==> src/rtl/ex_mem_skid_stage.sv <==
// EX->MEM pipeline register with a 2-entry skid buffer so in_ready never depends on out_ready.
// Optional stall counter enabled by defining EX_MEM_STALL_CNT_EN.
module ex_mem_skid_stage #(
  parameter int unsigned DATA_WIDTH = 32,
  parameter int unsigned REG_ADDR_W = 5
) (
  input  logic                  clk,
  input  logic                  rst,
  input  logic                  flush,
  input  logic                  in_valid,
  output logic                  in_ready,
  input  logic [DATA_WIDTH-1:0] in_result,
  input  logic                  in_zero,
  input  logic [DATA_WIDTH-1:0] in_store_data,
  input  logic [REG_ADDR_W-1:0] in_rd,
  input  logic                  in_regwrite,
  input  logic                  in_memread,
  input  logic                  in_memwrite,
  input  logic                  in_branch,
  input  logic                  in_bne,
`ifdef EX_MEM_STALL_CNT_EN
  output logic [31:0]           stall_count,
`endif
  output logic                  out_valid,
  input  logic                  out_ready,
  output logic [DATA_WIDTH-1:0] out_result,
  output logic                  out_zero,
  output logic [DATA_WIDTH-1:0] out_store_data,
  output logic [REG_ADDR_W-1:0] out_rd,
  output logic                  out_regwrite,
  output logic                  out_memread,
  output logic                  out_memwrite,
  output logic                  out_br_taken
);

  typedef struct packed {
    logic [DATA_WIDTH-1:0] result;
    logic                  zero;
    logic [DATA_WIDTH-1:0] store_data;
    logic [REG_ADDR_W-1:0] rd;
    logic                  regwrite;
    logic                  memread;
    logic                  memwrite;
    logic                  br_taken;
  } entry_t;

  typedef enum logic [1:0] {
    EMPTY = 2'd0,
    ONE   = 2'd1,
    FULL  = 2'd2
  } state_t;

  state_t state_q, state_d;
  entry_t head_q, head_d;
  entry_t skid_q, skid_d;
  entry_t cap_c;
  logic   in_ready_q, in_ready_d;
  logic   out_valid_q, out_valid_d;
  logic   in_xfer_c, out_xfer_c;

  // Entries that are not valid keep their data but carry no side effects.
  function automatic entry_t clear_ctrl(input entry_t e);
    entry_t r;
    r          = e;
    r.regwrite = 1'b0;
    r.memread  = 1'b0;
    r.memwrite = 1'b0;
    r.br_taken = 1'b0;
    return r;
  endfunction

  always_comb begin
    cap_c            = '0;
    cap_c.result     = in_result;
    cap_c.zero       = in_zero;
    cap_c.store_data = in_store_data;
    cap_c.rd         = in_rd;
    cap_c.regwrite   = in_regwrite & (in_rd != '0);
    cap_c.memread    = in_memread;
    cap_c.memwrite   = in_memwrite;
    cap_c.br_taken   = in_branch & (in_bne ? ~in_zero : in_zero);
  end

  assign in_xfer_c  = in_valid & in_ready_q;
  assign out_xfer_c = out_valid_q & out_ready;

  // Next-state: flush overrides every transfer in the same cycle.
  always_comb begin
    state_d = state_q;
    head_d  = head_q;
    skid_d  = skid_q;
    if (flush) begin
      state_d = EMPTY;
      head_d  = clear_ctrl(head_q);
      skid_d  = clear_ctrl(skid_q);
    end else begin
      case (state_q)
        EMPTY: begin
          if (in_xfer_c) begin
            head_d  = cap_c;
            state_d = ONE;
          end
        end
        ONE: begin
          if (in_xfer_c && out_xfer_c) begin
            head_d = cap_c;
          end else if (in_xfer_c) begin
            skid_d  = cap_c;
            state_d = FULL;
          end else if (out_xfer_c) begin
            head_d  = clear_ctrl(head_q);
            state_d = EMPTY;
          end
        end
        FULL: begin
          if (out_xfer_c) begin
            head_d  = skid_q;
            skid_d  = clear_ctrl(skid_q);
            state_d = ONE;
          end
        end
        default: begin
          state_d = EMPTY;
          head_d  = clear_ctrl(head_q);
          skid_d  = clear_ctrl(skid_q);
        end
      endcase
    end
    in_ready_d  = (state_d != FULL);
    out_valid_d = (state_d != EMPTY);
  end

  always_ff @(posedge clk) begin
    if (rst) begin
      state_q     <= EMPTY;
      head_q      <= '0;
      skid_q      <= '0;
      in_ready_q  <= 1'b1;
      out_valid_q <= 1'b0;
    end else begin
      state_q     <= state_d;
      head_q      <= head_d;
      skid_q      <= skid_d;
      in_ready_q  <= in_ready_d;
      out_valid_q <= out_valid_d;
    end
  end

  assign in_ready       = in_ready_q;
  assign out_valid      = out_valid_q;
  assign out_result     = head_q.result;
  assign out_zero       = head_q.zero;
  assign out_store_data = head_q.store_data;
  assign out_rd         = head_q.rd;
  assign out_regwrite   = head_q.regwrite;
  assign out_memread    = head_q.memread;
  assign out_memwrite   = head_q.memwrite;
  assign out_br_taken   = head_q.br_taken;

`ifdef EX_MEM_STALL_CNT_EN
  logic [31:0] stall_q;

  // Saturating count of cycles MEM refuses a valid head; survives flush.
  always_ff @(posedge clk) begin
    if (rst) begin
      stall_q <= 32'd0;
    end else if (out_valid_q && !out_ready && (stall_q != 32'hFFFF_FFFF)) begin
      stall_q <= stall_q + 32'd1;
    end
  end

  assign stall_count = stall_q;
`endif

endmodule

==> config.mk <==
export PLATFORM = sky130hd
export DESIGN_NAME = ex_mem_skid_stage
export DESIGN_NICKNAME = d
export VERILOG_FILES = /design/src/rtl/ex_mem_skid_stage.sv
export SDC_FILE = /design/constraint.sdc
export NUM_CORES = 1
export LEC_CHECK = 0
export ABC_AREA = 1
export BUFFER_PORTS_ARGS = -buffer_cell sky130_fd_sc_hd__buf_4
export CAP_MARGIN = 15
export CORE_MARGIN = 5
export CORE_UTILIZATION = 58
export DETAILED_ROUTE_END_ITERATION = 10
export GPL_ROUTABILITY_DRIVEN = 1
export HOLD_SLACK_MARGIN = 0.08
export PLACE_DENSITY_LB_ADDON = 0.25
export REMOVE_ABC_BUFFERS = 1
export SYNTH_ARGS = -nofsm -noshare
export SYNTH_HDL_FRONTEND = slang
export SYNTH_SLANG_ARGS = --single-unit
==> constraint.sdc <==
create_clock -name clk -period 2.5 [get_ports clk]
set_input_delay 0.5 -clock clk [delete_from_list [all_inputs] [get_ports clk]]
set_output_delay 0.5 -clock clk [all_outputs]
set_load 0.02 [all_outputs]
=== Yosys cells after proc, flatten, opt, wreduce, memory -nomap -nowiden ===
Cells that the tools add are included.

* Shift-type cells: 0
* Magnitude comparators: 0
* Equality and inequality tests: 10
* Multiply operators: 0
* Add/subtract/negate cells: 0
* Mux-type cells: 16
* Bitwise logic cells: 9
* Div/mod/pow operators: 0
* Reductions and logical operators: 10

{| class="wikitable"
|+ Operators with widths
! operator !! count
|-
| $pmux W74 S3 || 2
|-
| $mux W74 || 4
|-
| $mux W2 || 6
|-
| $ne A2 B2 Y1 const B || 6
|-
| $mux W4 || 2
|-
| $reduce_and A4 Y1 || 2
|-
| $ne A3 B3 Y1 const B || 2
|-
| $pmux W2 S3 || 1
|-
| $reduce_and A6 Y1 || 1
|-
| $not A1 Y1 || 5
|-
| $reduce_and A5 Y1 || 1
|-
| $reduce_bool A5 Y1 || 1
|-
| $and A1 B1 Y1 || 4
|-
| $reduce_bool A3 Y1 || 1
|-
| $eq A2 B1 Y1 const B || 1
|-
| $eq A2 B2 Y1 const B || 1
|-
| $logic_not A2 Y1 || 1
|-
| $reduce_bool A2 Y1 || 1
|-
| $reduce_or A2 Y1 || 1
|-
| $logic_and A1 B1 Y1 || 1
|-
| $mux W1 || 1
|}

* RAM bits: 0
* Register bits after elaboration: 152
* Bits in latches: 0
* Memories: 0
* Output and inout port bits: 76
* Bits in read-only memories: 0
* Word-level logic and storage cells: 64

=== Longest topological paths before layout ===
* Word-level depth: 7
* Depth in mapped cells: 11

=== Worst setup path after synthesis ===
OpenSTA, ideal clock, no wires.

* Kind: input port to flip-flop
* Start: input port in_valid
* End: register skid_q[59] in the netlist's numbering
* Buffers on the path: 2
* Data required time: 2.420 ns
* Setup slack: 0.880 ns
* Cell stages on the path: 7
* Data arrival time: 1.540 ns
* Path through: nand2_1 -> inv_1 -> nand4_2 -> clkbuf_1 -> clkbuf_1 -> a21oi_1 -> nor3b_1

* Word-level cells in the longest chain between the ends: 4

{| class="wikitable"
|+ RTL lines
! item !! line !! source
|-
| from (decl) || 10 || <nowiki>input logic in_valid,</nowiki>
|-
| $and A1 B1 Y1 (*) || 84 || <nowiki>assign in_xfer_c = in_valid & in_ready_q;</nowiki>
|-
| $logic_and A1 B1 Y1 || 105 || <nowiki>if (in_xfer_c && out_xfer_c) begin</nowiki>
|-
| $not A1 Y1 (no line) || - ||
|-
| $reduce_and A6 Y1 (no line) (*) || - ||
|-
| to (signal assigned) || 143 || <nowiki>skid_q <= skid_d;</nowiki>
|-
| to (decl) || 55 || <nowiki>entry_t skid_q, skid_d;</nowiki>
|}

Mark *: on every way between the ends. The rest lies on a longest branch, timed or not.
A chain may end at the register's enable or synchronous reset.

=== Worst setup path after layout ===
* Start: register state_q[0]
* End: register head_q (netlist bit out_store_data[2])

* Word-level cells in the longest chain between the ends: 3
* Elaborated cells on any way between the ends: 9
* Those cells by class: eq/ne: 5; mux: 1; reduce/logical: 3

{| class="wikitable"
|+ RTL lines
! item !! line !! source
|-
| from (decl) || 53 || <nowiki>state_t state_q, state_d;</nowiki>
|-
| from (signal assigned) || 141 || <nowiki>state_q <= state_d;</nowiki>
|-
| $eq A2 B1 Y1 (tied with other cells) || 97 || <nowiki>case (state_q)</nowiki>
|-
| $ne A2 B2 Y1 (no line) or $reduce_bool A3 Y1 (tied branches) || - ||
|-
| $reduce_and A5 Y1 (no line) || - ||
|-
| to (signal assigned) || 136 || <nowiki>head_q <= '0;</nowiki>
|-
| to (signal assigned) || 142 || <nowiki>head_q <= head_d;</nowiki>
|-
| to (decl) || 54 || <nowiki>entry_t head_q, head_d;</nowiki>
|}

Parallel ways exist; a longest one is shown, timed or not.

==> results.yml <==
critical_path:
  critical_path_class: "flip-flop to flip-flop"
  cp_cell_sequence: "inv_2 -> nor2_4 -> nand2_1 -> nand3_2 -> inv_2 -> nand3_4 -> buf_12 -> nand2_1 -> nand2_1 -> nor2_1"
  r2r_slack_ns: 0.51
  cp-end-kind: "flip-flop"
  r2r_cells: 10
  reg2reg_to: "out_store_data[2]"
  max_stage_delay_ns: 0.40
  crit_top_cell: "nand2_1"
  reg2reg_from: "state_q[0]"
  crit_fanout: 38
  required_ns: 2.81
  crit_family: "simple AND/OR/NAND/NOR gates"
  slowest_stage: "dfxtp_1"
  critical_path_buf_inv_count: 3
  crit_arrival_ns: 2.30
  critPathLaunchType: "flip-flop"
yosys:
  async_flop_share_pct: 0
  yosysWarnings: 0
  synth_fa_ha_area_share_pct: 0
  syn_avg_cell_area_um2: 6.594
  synth_compound_area_share_pct: 15.20
  netlist_instances: 1019
  ys_types: 18
  synthFlopType: "dfxtp_1"
  synth_edf_count: 0
  synthXorXnorAreaFrac_pct: 0.1304
  ys_ff_latch: 152
  yosys.area_share.simple_pct: 26.54
  synth_top_family_by_area: "simple AND/OR/NAND/NOR gates"
  ys_seq_area_share_pct: 45.29
  synth_mux_area_share_pct: 0
  syn-cell-area_um2: 6719
cts:
  cts.sinks: 152
  hold_buffers: 0
  htree_levels: 4
  cts_setup_buffers: 0
  cts_buffers: 17
  cts_tree: "built"
  cts_resized: 0
  clock_latency_ns: 0.42
  clockRootBuffer: "clkbuf_16"
  clock_path_buffers: 2
  clkTransAtPathRegs_ns: 0.05
sta:
  finClkSkew_ns: 0.004962
  hold_viol: 0
  hold-worst-slack_ns: 0.3382
  tns_ns: 0
  max_slew_margin_pct: 58.90
  setup_viol: 0
  tightest_slew_ns: 0.6156
  slew_violations: 0
  final.min_clock_period_ns: 1.994
  timing.final.crit_share_pct: 79.76
  fmax_mhz: 501.5
  rsz0062_at_grt: "no"
final_layout:
  mostFrequentLayoutCells: "nand2_1, buf_4, nor2_1"
  drive_gt1_share_pct: 17.59
  finalNonFillerCells: 1297
  fillers: 920
  layout_commonest_cell: "nand2_1"
  multiInputGateArea_um2: 2831
  regArea_um2: 3043
  area_growth_pct: 26.44
  nNetsFinal: 1224
  diodes: 0
placed_design:
  numPortBuffers: 155
  placed_cells: 1268
  dp_hpwl_um: 10280
  gp_congestion: 0.8441
job:
  drv_cap: 0
global_routing:
  first_global_vias: 5759
  grt_overflow: 0
  grt_use_total_pct: 23.01
  antenna_found_initial: 0
  grt_pass1_wl_um: 26940
  grt_max_degree: 90
power:
  clock_power_share_pct: 39.0
  seqPwrFrac_pct: 44.0
  switching_power_mw: 1.592
  ir_drop_mv: 0.5819
  internal_power_mw: 4.412
  switching_share_pct: 26.52
  power_frac_comb_pct: 17.1
  cellPowerDensity_nw_per_um2: 706.7
  power_leakage_nw: 4.216
drt:
  route.detailed.drc: 0
  wl_per_cell_um: 12.34
  via_count: 6450
  drtIter0Drc: 668
  drt-total-wl_um: 16010
  vias_per_cell: 4.973
  ant_nets: 0
  drtPass1Iterations: 5
worst_hold_path:
  hold_class: "primary input to flip-flop"
  min-delay-start: "in_memwrite"
  whs_endpoint: "skid_q[1]"
  min_path_cells: 3
outcome:
  outcome: "complete, no violations"
floorplanning:
  std_cell_rows: 39
  num_io_pins: 156
  floorplan.die_area_um2: 13840
  start_util_pct: 59.10
  dieHeight_um: 117.6
  coreArea_um2: 11370
  die_x_um: 117.6
## sequential cells by signal, indices dropped and copies added (netlist names)
signal and cells:
out_memwrite 1, state_q 2, out_br_taken 1, skid_q 74, out_store_data 32, out_result 32, out_valid 1, in_ready 1
out_rd 5, out_regwrite 1, out_memread 1, out_zero 1
## worst max-delay path by stage
stage	start	end	slack, ns	cells after the start
floorplan	state_q[0]	skid_q[10]	-0.76	5
global placement	out_ready	out_store_data[25]	0.41	9
detailed placement	out_ready	out_store_data[24]	0.38	9
CTS	state_q[0]	out_store_data[2]	0.51	10
global route	state_q[0]	out_zero	0.32	10
finish	state_q[0]	out_store_data[2]	0.51	10
## worst register-to-register path, stage by stage (launching register included)
cell,delay [ns]
dfxtp_1,0.40
inv_2,0.08
nor2_4,0.30
nand2_1,0.14
nand3_2,0.13
inv_2,0.08
nand3_4,0.31
buf_12,0.26
nand2_1,0.08
nand2_1,0.07
nor2_1,0.04
## kinds of logic after synthesis
| logic type | Yosys count |
|---|---|
| compound gates | 204 |
| xor+xnor | 1 |
| buf+inv | 215 |
| flops | 152 |
| simple gates | 447 |
## Yosys cell counts, types with 3 or more instances
cell,n,area [um^2]
dfxtp_1,152,3043
buf_4,11,82.58
inv_1,150,563.0
o21ai_0,124,620.6
a21oi_1,80,400.4
buf_2,12,60.06
inv_2,3,11.26
buf_1,4,15.01
nor2_1,153,574.3
clkbuf_1,35,131.4
nand2_1,268,1006
nor3b_1,15,112.6
nand3_1,4,20.02
## final cells by class
class / count / area share [%]
clock buffer: 25 / 5.714
clock inverter: 4 / 0.5302
timing repair buffer: 168 / 15.73
sequential: 152 / 35.82
inverter: 153 / 6.775
multi-input combinational: 652 / 33.33
tap: 143 / 2.106
## stage by stage
stage,setup slack (ns),utilization [%],cell area (um^2),total power [mW]
global placement,0.4099,70.06,7965,3.691
CTS,0.5137,74.72,8496,6.038
floorplan,-0.7575,-,6430,3.286
detailed placement,0.3754,70.06,7965,3.707
global route,0.3170,74.72,8496,6.290
finish,0.5061,74.72,8496,6.004
## power by group through the flow
stage	combinational [mW]	sequential [mW]	clock, mW
CTS	1.03	2.64	2.37
global route	1.15	2.65	2.49
detailed placement	1.02	2.69	0
floorplan	0.473	2.81	0
finish	1.02	2.64	2.34
global placement	1.00	2.69	0
## routing by layer
metal / global-route usage, % / part of all wire, %
met1: 29.19 / 43
met5: 0 / 0
met4: 8.961 / 1.3
met2: 37.59 / 48
met3: 5.815 / 7.2
No activity file was read; power rests on OpenSTA's default activity.
